--- src/rtl/plic_core_mc.sv ---
// Multi-context PLIC core: per-source gateways with queued edges,
// claim/complete ownership and registered per-target arbitration.
module plic_core_mc #(
    parameter int SOURCES           = 8,
    parameter int TARGETS           = 2,
    parameter int PRIORITIES        = 8,
    parameter int MAX_PENDING_COUNT = 4,
    localparam int SB = $clog2(SOURCES + 1),
    localparam int PB = $clog2(PRIORITIES)
) (
    input  logic                      clk,
    input  logic                      rst,
    input  logic [SOURCES-1:0]        src,
    input  logic [SOURCES-1:0]        el,
    output logic [SOURCES-1:0]        ip,
    input  logic [TARGETS*SOURCES-1:0] ie,
    input  logic [SOURCES*PB-1:0]     ipriority,
    input  logic [TARGETS*PB-1:0]     threshold,
    output logic [TARGETS-1:0]        ireq,
    output logic [TARGETS*SB-1:0]     id,
    input  logic [TARGETS-1:0]        claim,
    input  logic [TARGETS-1:0]        complete,
    input  logic [TARGETS*SB-1:0]     complete_id
);

    localparam int CB = (MAX_PENDING_COUNT > 0) ?
                        $clog2(MAX_PENDING_COUNT + 1) : 1;
    localparam int TB = (TARGETS > 1) ? $clog2(TARGETS) : 1;

    typedef enum logic [1:0] {
        IDLE = 2'd0,
        PEND = 2'd1,
        INSV = 2'd2
    } gw_state_e;

    gw_state_e          state_q   [SOURCES];
    logic [CB-1:0]      cnt_q     [SOURCES];
    logic [TB-1:0]      owner_q   [SOURCES];
    logic [SOURCES-1:0] src_q;

    logic [SOURCES-1:0] edge_ev;
    logic [SOURCES-1:0] claim_hit;
    logic [SOURCES-1:0] comp_hit;
    logic [TB-1:0]      claim_tgt [SOURCES];
    logic [CB-1:0]      cnt_inc   [SOURCES];
    logic [SB-1:0]      arb_id    [TARGETS];
    logic [TARGETS-1:0] arb_req;

    // Saturating add; a zero limit pins the counter at 0 so edges are dropped.
    function automatic logic [CB-1:0] sat_inc(input logic [CB-1:0] c);
        if (int'(c) >= MAX_PENDING_COUNT)
            return CB'(MAX_PENDING_COUNT);
        return c + 1'b1;
    endfunction

    assign edge_ev = el & src & ~src_q;

    always_comb begin
        for (int s = 0; s < SOURCES; s++) begin
            ip[s]      = (state_q[s] == PEND);
            cnt_inc[s] = edge_ev[s] ? sat_inc(cnt_q[s]) : cnt_q[s];
        end
    end

    // Descending scan so the lowest claiming target is the last writer.
    always_comb begin
        claim_hit = '0;
        for (int s = 0; s < SOURCES; s++) begin
            claim_tgt[s] = '0;
            for (int t = TARGETS - 1; t >= 0; t--) begin
                if (claim[t] && id[t*SB +: SB] == SB'(s + 1)) begin
                    claim_hit[s] = 1'b1;
                    claim_tgt[s] = TB'(t);
                end
            end
        end
    end

    always_comb begin
        comp_hit = '0;
        for (int s = 0; s < SOURCES; s++) begin
            for (int t = 0; t < TARGETS; t++) begin
                if (complete[t] &&
                    complete_id[t*SB +: SB] == SB'(s + 1) &&
                    owner_q[s] == TB'(t))
                    comp_hit[s] = 1'b1;
            end
        end
    end

    always_comb begin
        logic [PB-1:0] pri;
        logic [PB-1:0] best;
        logic          found;
        pri   = '0;
        best  = '0;
        found = 1'b0;
        for (int t = 0; t < TARGETS; t++) begin
            arb_id[t]  = '0;
            arb_req[t] = 1'b0;
            best       = '0;
            found      = 1'b0;
            for (int s = 0; s < SOURCES; s++) begin
                pri = ipriority[s*PB +: PB];
                if (ip[s] && ie[t*SOURCES + s] &&
                    pri > threshold[t*PB +: PB] &&
                    pri != '0 &&
                    (!found || pri > best)) begin
                    found     = 1'b1;
                    best      = pri;
                    arb_id[t] = SB'(s + 1);
                end
            end
            arb_req[t] = found;
        end
    end

    always_ff @(posedge clk) begin
        if (rst) begin
            src_q <= '0;
            ireq  <= '0;
            id    <= '0;
            for (int s = 0; s < SOURCES; s++) begin
                state_q[s] <= IDLE;
                cnt_q[s]   <= '0;
                owner_q[s] <= '0;
            end
        end else begin
            src_q <= src;
            for (int t = 0; t < TARGETS; t++) begin
                id[t*SB +: SB] <= arb_id[t];
                ireq[t]        <= arb_req[t];
            end
            for (int s = 0; s < SOURCES; s++) begin
                case (state_q[s])
                    IDLE: begin
                        if (edge_ev[s] || (!el[s] && src[s]))
                            state_q[s] <= PEND;
                    end
                    PEND: begin
                        cnt_q[s] <= cnt_inc[s];
                        if (claim_hit[s]) begin
                            state_q[s] <= INSV;
                            owner_q[s] <= claim_tgt[s];
                        end
                    end
                    INSV: begin
                        cnt_q[s] <= cnt_inc[s];
                        if (comp_hit[s]) begin
                            if (!el[s]) begin
                                state_q[s] <= IDLE;
                            end else if (cnt_inc[s] != '0) begin
                                state_q[s] <= PEND;
                                cnt_q[s]   <= cnt_inc[s] - 1'b1;
                            end else begin
                                state_q[s] <= IDLE;
                            end
                        end
                    end
                    default: state_q[s] <= IDLE;
                endcase
            end
        end
    end

endmodule

--- config.mk ---
export PLATFORM = sky130hd
export DESIGN_NAME = plic_core_mc
export DESIGN_NICKNAME = d
export VERILOG_FILES = /design/src/rtl/plic_core_mc.sv
export SDC_FILE = /design/constraint.sdc
export NUM_CORES = 1
export LEC_CHECK = 0
export ABC_AREA = 1
export CAP_MARGIN = 20
export CORE_ASPECT_RATIO = 0.5
export CORE_MARGIN = 2
export CORE_UTILIZATION = 55
export DETAILED_ROUTE_END_ITERATION = 12
export HOLD_SLACK_MARGIN = 0.03
export PLACE_DENSITY = 0.82
export RECOVER_POWER = 100
export SETUP_SLACK_MARGIN = 0.5
export SYNTH_ARGS = -nofsm -noshare
export SYNTH_HDL_FRONTEND = slang
export SYNTH_SLANG_ARGS = --single-unit
--- constraint.sdc ---
create_clock -name clk -period 20.6 [get_ports clk]
set_clock_uncertainty 0.1 [all_clocks]
set_input_delay 4.12 -clock clk [delete_from_list [all_inputs] [get_ports clk]]
set_output_delay 4.12 -clock clk [all_outputs]
set_load 0.01 [all_outputs]
==> summary.md <==
| Metric | Value |
|---|---|
| Worst-path clk slew | `0.06 ns` |
| Post-synth net total | `1316` |
| Synthesis Warnings | `0` |
| DR vias | `7770` |
| Area Growth Syn to Fin | `17.1%` |
| Ys async rst share | `0%` |
| Setup bufs post-CTS | `0` |
| CTS Sinks | `between 60 and 70` |
| Startpoint types | `primary input` |
| HP Class | `reg -> reg` |
| # DRC | `0` |
| Post-synthesis cell count | `1118` |
| Initial Utilization | `57.2%` |
| RSZ-0062 raised after global routing | `false` |
| CP max FO | `8` |
| All-Layer GR Usage | `27.1%` |
| Fin util | `67.0%` |
| Internal power | `~0.31 mW` |
| Most common flop cell mapped by yosys | `edfxtp_1` |
| Max IR drop VDD | `about 40 uV` |
| Number of port buffers | `93` |
| Clock network fraction of total power | `28.4%` |
| Pleak | `4.47 nW` |
| Violated checks | `max-capacitance violations, max-slew violations` |
| Sw Share | `35.8%` |
| Synth Area per Inst | `7.05 um^2` |
| Hold buffers post-CTS | `0` |
| Detailed Route WL | `slightly above 20000 um` |
| Cell variety after synth | `48` |
| Dpl hpwl | `approximately 16000 um` |
| Final Setup Violations | `0` |
| Global-route wire length before repair | `33600 um` |
| Slew HR | `-25.6%` |
| FP Rows | `30` |
| CTS resizes | `0` |
| Slowest CP cell | `clkdlybuf4s50_1` |
| Commonest non-fill, non-tap cells in the layout | `205 x nand2_1, 176 x inv_1, 122 x ha_1, 121 x nor2_1, 97 x nand3_1` |
| Core ar. | `0.0138 mm^2` |
| Netlist Area Pre-Place | `0.00789 mm^2` |
| Worst Path Arrival | `13.57 ns` |
| CP Capture Type | `register` |
| Total power | `approximately 0.48 mW` |
| Reg area | `about 0.0018 mm^2` |
| Setup TNS | `0 ns` |
| Largest net degree at the start of global routing | `43` |
| CTS tree | `done` |
| CTS H-tree depth | `3` |
| Commonest non-fill, non-tap cell in the layout | `nand2_1` |
| Total CTS buffers | `9` |
| Most used cell, CP | `nand2_1` |
| PwrDens | `52.1 mW/mm^2` |
| Layout fillers | `between 1000 and 1500` |
| Skew-Pair Late Insertion Delay | `between 0.3 and 0.4 ns` |
| Starting DRT DRC Count | `466` |
| Final WS setup | `~7 ns` |
| Max_cap viols | `2` |
| Post-synth EDFFs | `48` |
| Switching Power | `0.172 mW` |
| Post-route cell area | `about 0.0092 mm^2` |
| First drt pass iteration count | `5` |
| Final hold vios | `0` |
| CP required | `20.77 ns` |
| FF+latch count, synth | `between 60 and 70` |
| Initial antenna violation count | `0` |
| Clock tree buffer depth | `2` |
| Layout cells sized above 1 | `9.10%` |
| Vias/cell | `5.50` |
| Placed cell area | `0.00903 mm^2` |
| GRT Residual Overflow | `0` |
| Sequential share of the synthesized area | `22.8%` |
| Fmax | `roughly 75 MHz` |
| # diodes | `0` |
| Crit path time final | `13.40 ns` |
| Critical Path Max Stage Delay | `~0.46 ns` |
| Final Slew Violations | `82` |
| Routed len/inst | `14.4 um` |
| Status | `complete, but fails checks` |
| CP top delay family | `simple AND/OR/NAND/NOR gates` |
| Tcrit/Tclk final | `between 60% and 70%` |
| Die height | `88.7 um` |
| CP bufs+invs | `9` |
| Post-route ant nets | `0` |
| NumNets Final | `1413` |
| Vias in the first global route | `7449` |
| Clock root buffer | `clkbuf_16` |
| Critical path class | `in -> reg` |
| Gate power share | `37.3%` |
| Die area | `0.0154 mm^2` |
| Flop pwr share | `approximately a third` |
| Num ports | `between 90 and 100` |
| Post-Place Setup Slack | `7.33 ns` |
| Least-Margin Pin Slew | `1.88 ns` |
| GP Congestion | `0.947` |
| Die extent in x | `173 um` |
| Area of the multi-input gates | `0.00524 mm^2` |
[synthesized netlist by cell type (2+ instances only)]
cell type,instances,area [um^2]
nor4_2,2,25.0
nand3_1,96,480
nand4_1,12,75.1
and2_1,16,100
clkinv_1,3,11.3
o21ai_0,69,345
a21oi_1,45,225
edfxtp_1,48,1440
a31oi_1,7,43.8
buf_2,6,30.0
inv_1,175,657
nand2_1,200,751
a211oi_1,13,97.6
o31ai_1,3,22.5
nand2_4,7,78.8
nand3_2,27,270
nor2_2,6,37.5
nor2_1,118,443
o21ai_1,4,20.0
o21ai_2,3,26.3
nand2_2,23,144
o22ai_1,3,18.8
nor2_4,7,78.8
o2111ai_1,4,35.0
inv_2,21,78.8
buf_1,2,7.51
nand3b_1,8,60.1
ha_1,122,1530
nand3_4,4,70.1
o21a_1,5,37.5
or2_2,2,12.5
nor3_1,17,85.1
a21oi_2,6,52.6
dfxtp_1,18,360
a41oi_1,2,17.5
nor4_1,2,12.5
[metrics by stage]
stage               cells  hold slack (ns)
CTS                  1412            0.583
floorplan            1118            0.529
global placement     1396            0.572
detailed placement   1396            0.574
finish               1412            0.576
global route         1412            0.625
[tightest hold or removal path: stages, from the launching register on]
cell and delay (ns):
dfxtp_1 0.33, a21oi_1 0.09, nand2_1 0.05, nand2_1 0.04
[sequential cells by signal (all words and copies together), names as in the netlist]
register	count
ireq	2
state_q	16
src_q	8
id	8
cnt_q	24
owner_q	8
[layout make-up]
cell class	instances	area share (%)
multi-input cells	844	56.8
well taps	192	2.60
repair buffers	95	10.2
inverters	199	8.09
clock inverters	6	0.366
flip-flops and latches	66	19.5
clock buffers	10	2.48
[cell families after synthesis]
kind of cell / count (synthesis) / synth area share, %
compound gates: 170 / 12.6
fa+ha+maj: 122 / 19.4
buf+inv: 208 / 10.0
flops: 66 / 22.8
mux: 1 / 0.127
simple gates: 551 / 35.1
[power groups by stage]
stage	combinational, mW	clock (mW)	sequential, mW
after floorplan	0.121	0	0.166
after global placement	0.171	0	0.167
after detailed placement	0.180	0	0.168
after CTS	0.181	0.138	0.165
after global routing	0.204	0.143	0.166
final	0.180	0.137	0.165
[layer usage]
| layer | share of wire [%] | global-route usage (%) | vias to the layer above |
|---|---|---|---|
| li1 | - | - | 3931 |
| met1 | 45 | 33.4 | 3560 |
| met2 | 46 | 48.8 | 246 |
| met3 | 7.1 | 5.58 | 33 |
| met4 | 2.0 | 8.47 | 0 |
| met5 | 0 | 0 | - |
[final timing paths]
check | start | end | slack [ns] | cells after the start
max | threshold[2] | id[2] | 7.20 | 71
min | src_q[5] | state_q[1][2] | 0.58 | 3
max reg2reg | state_q[0][1] | id[2] | 11.58 | 67
min reg2reg | src_q[5] | state_q[1][2] | 0.58 | 3
Power figures use the tool's default switching activity.
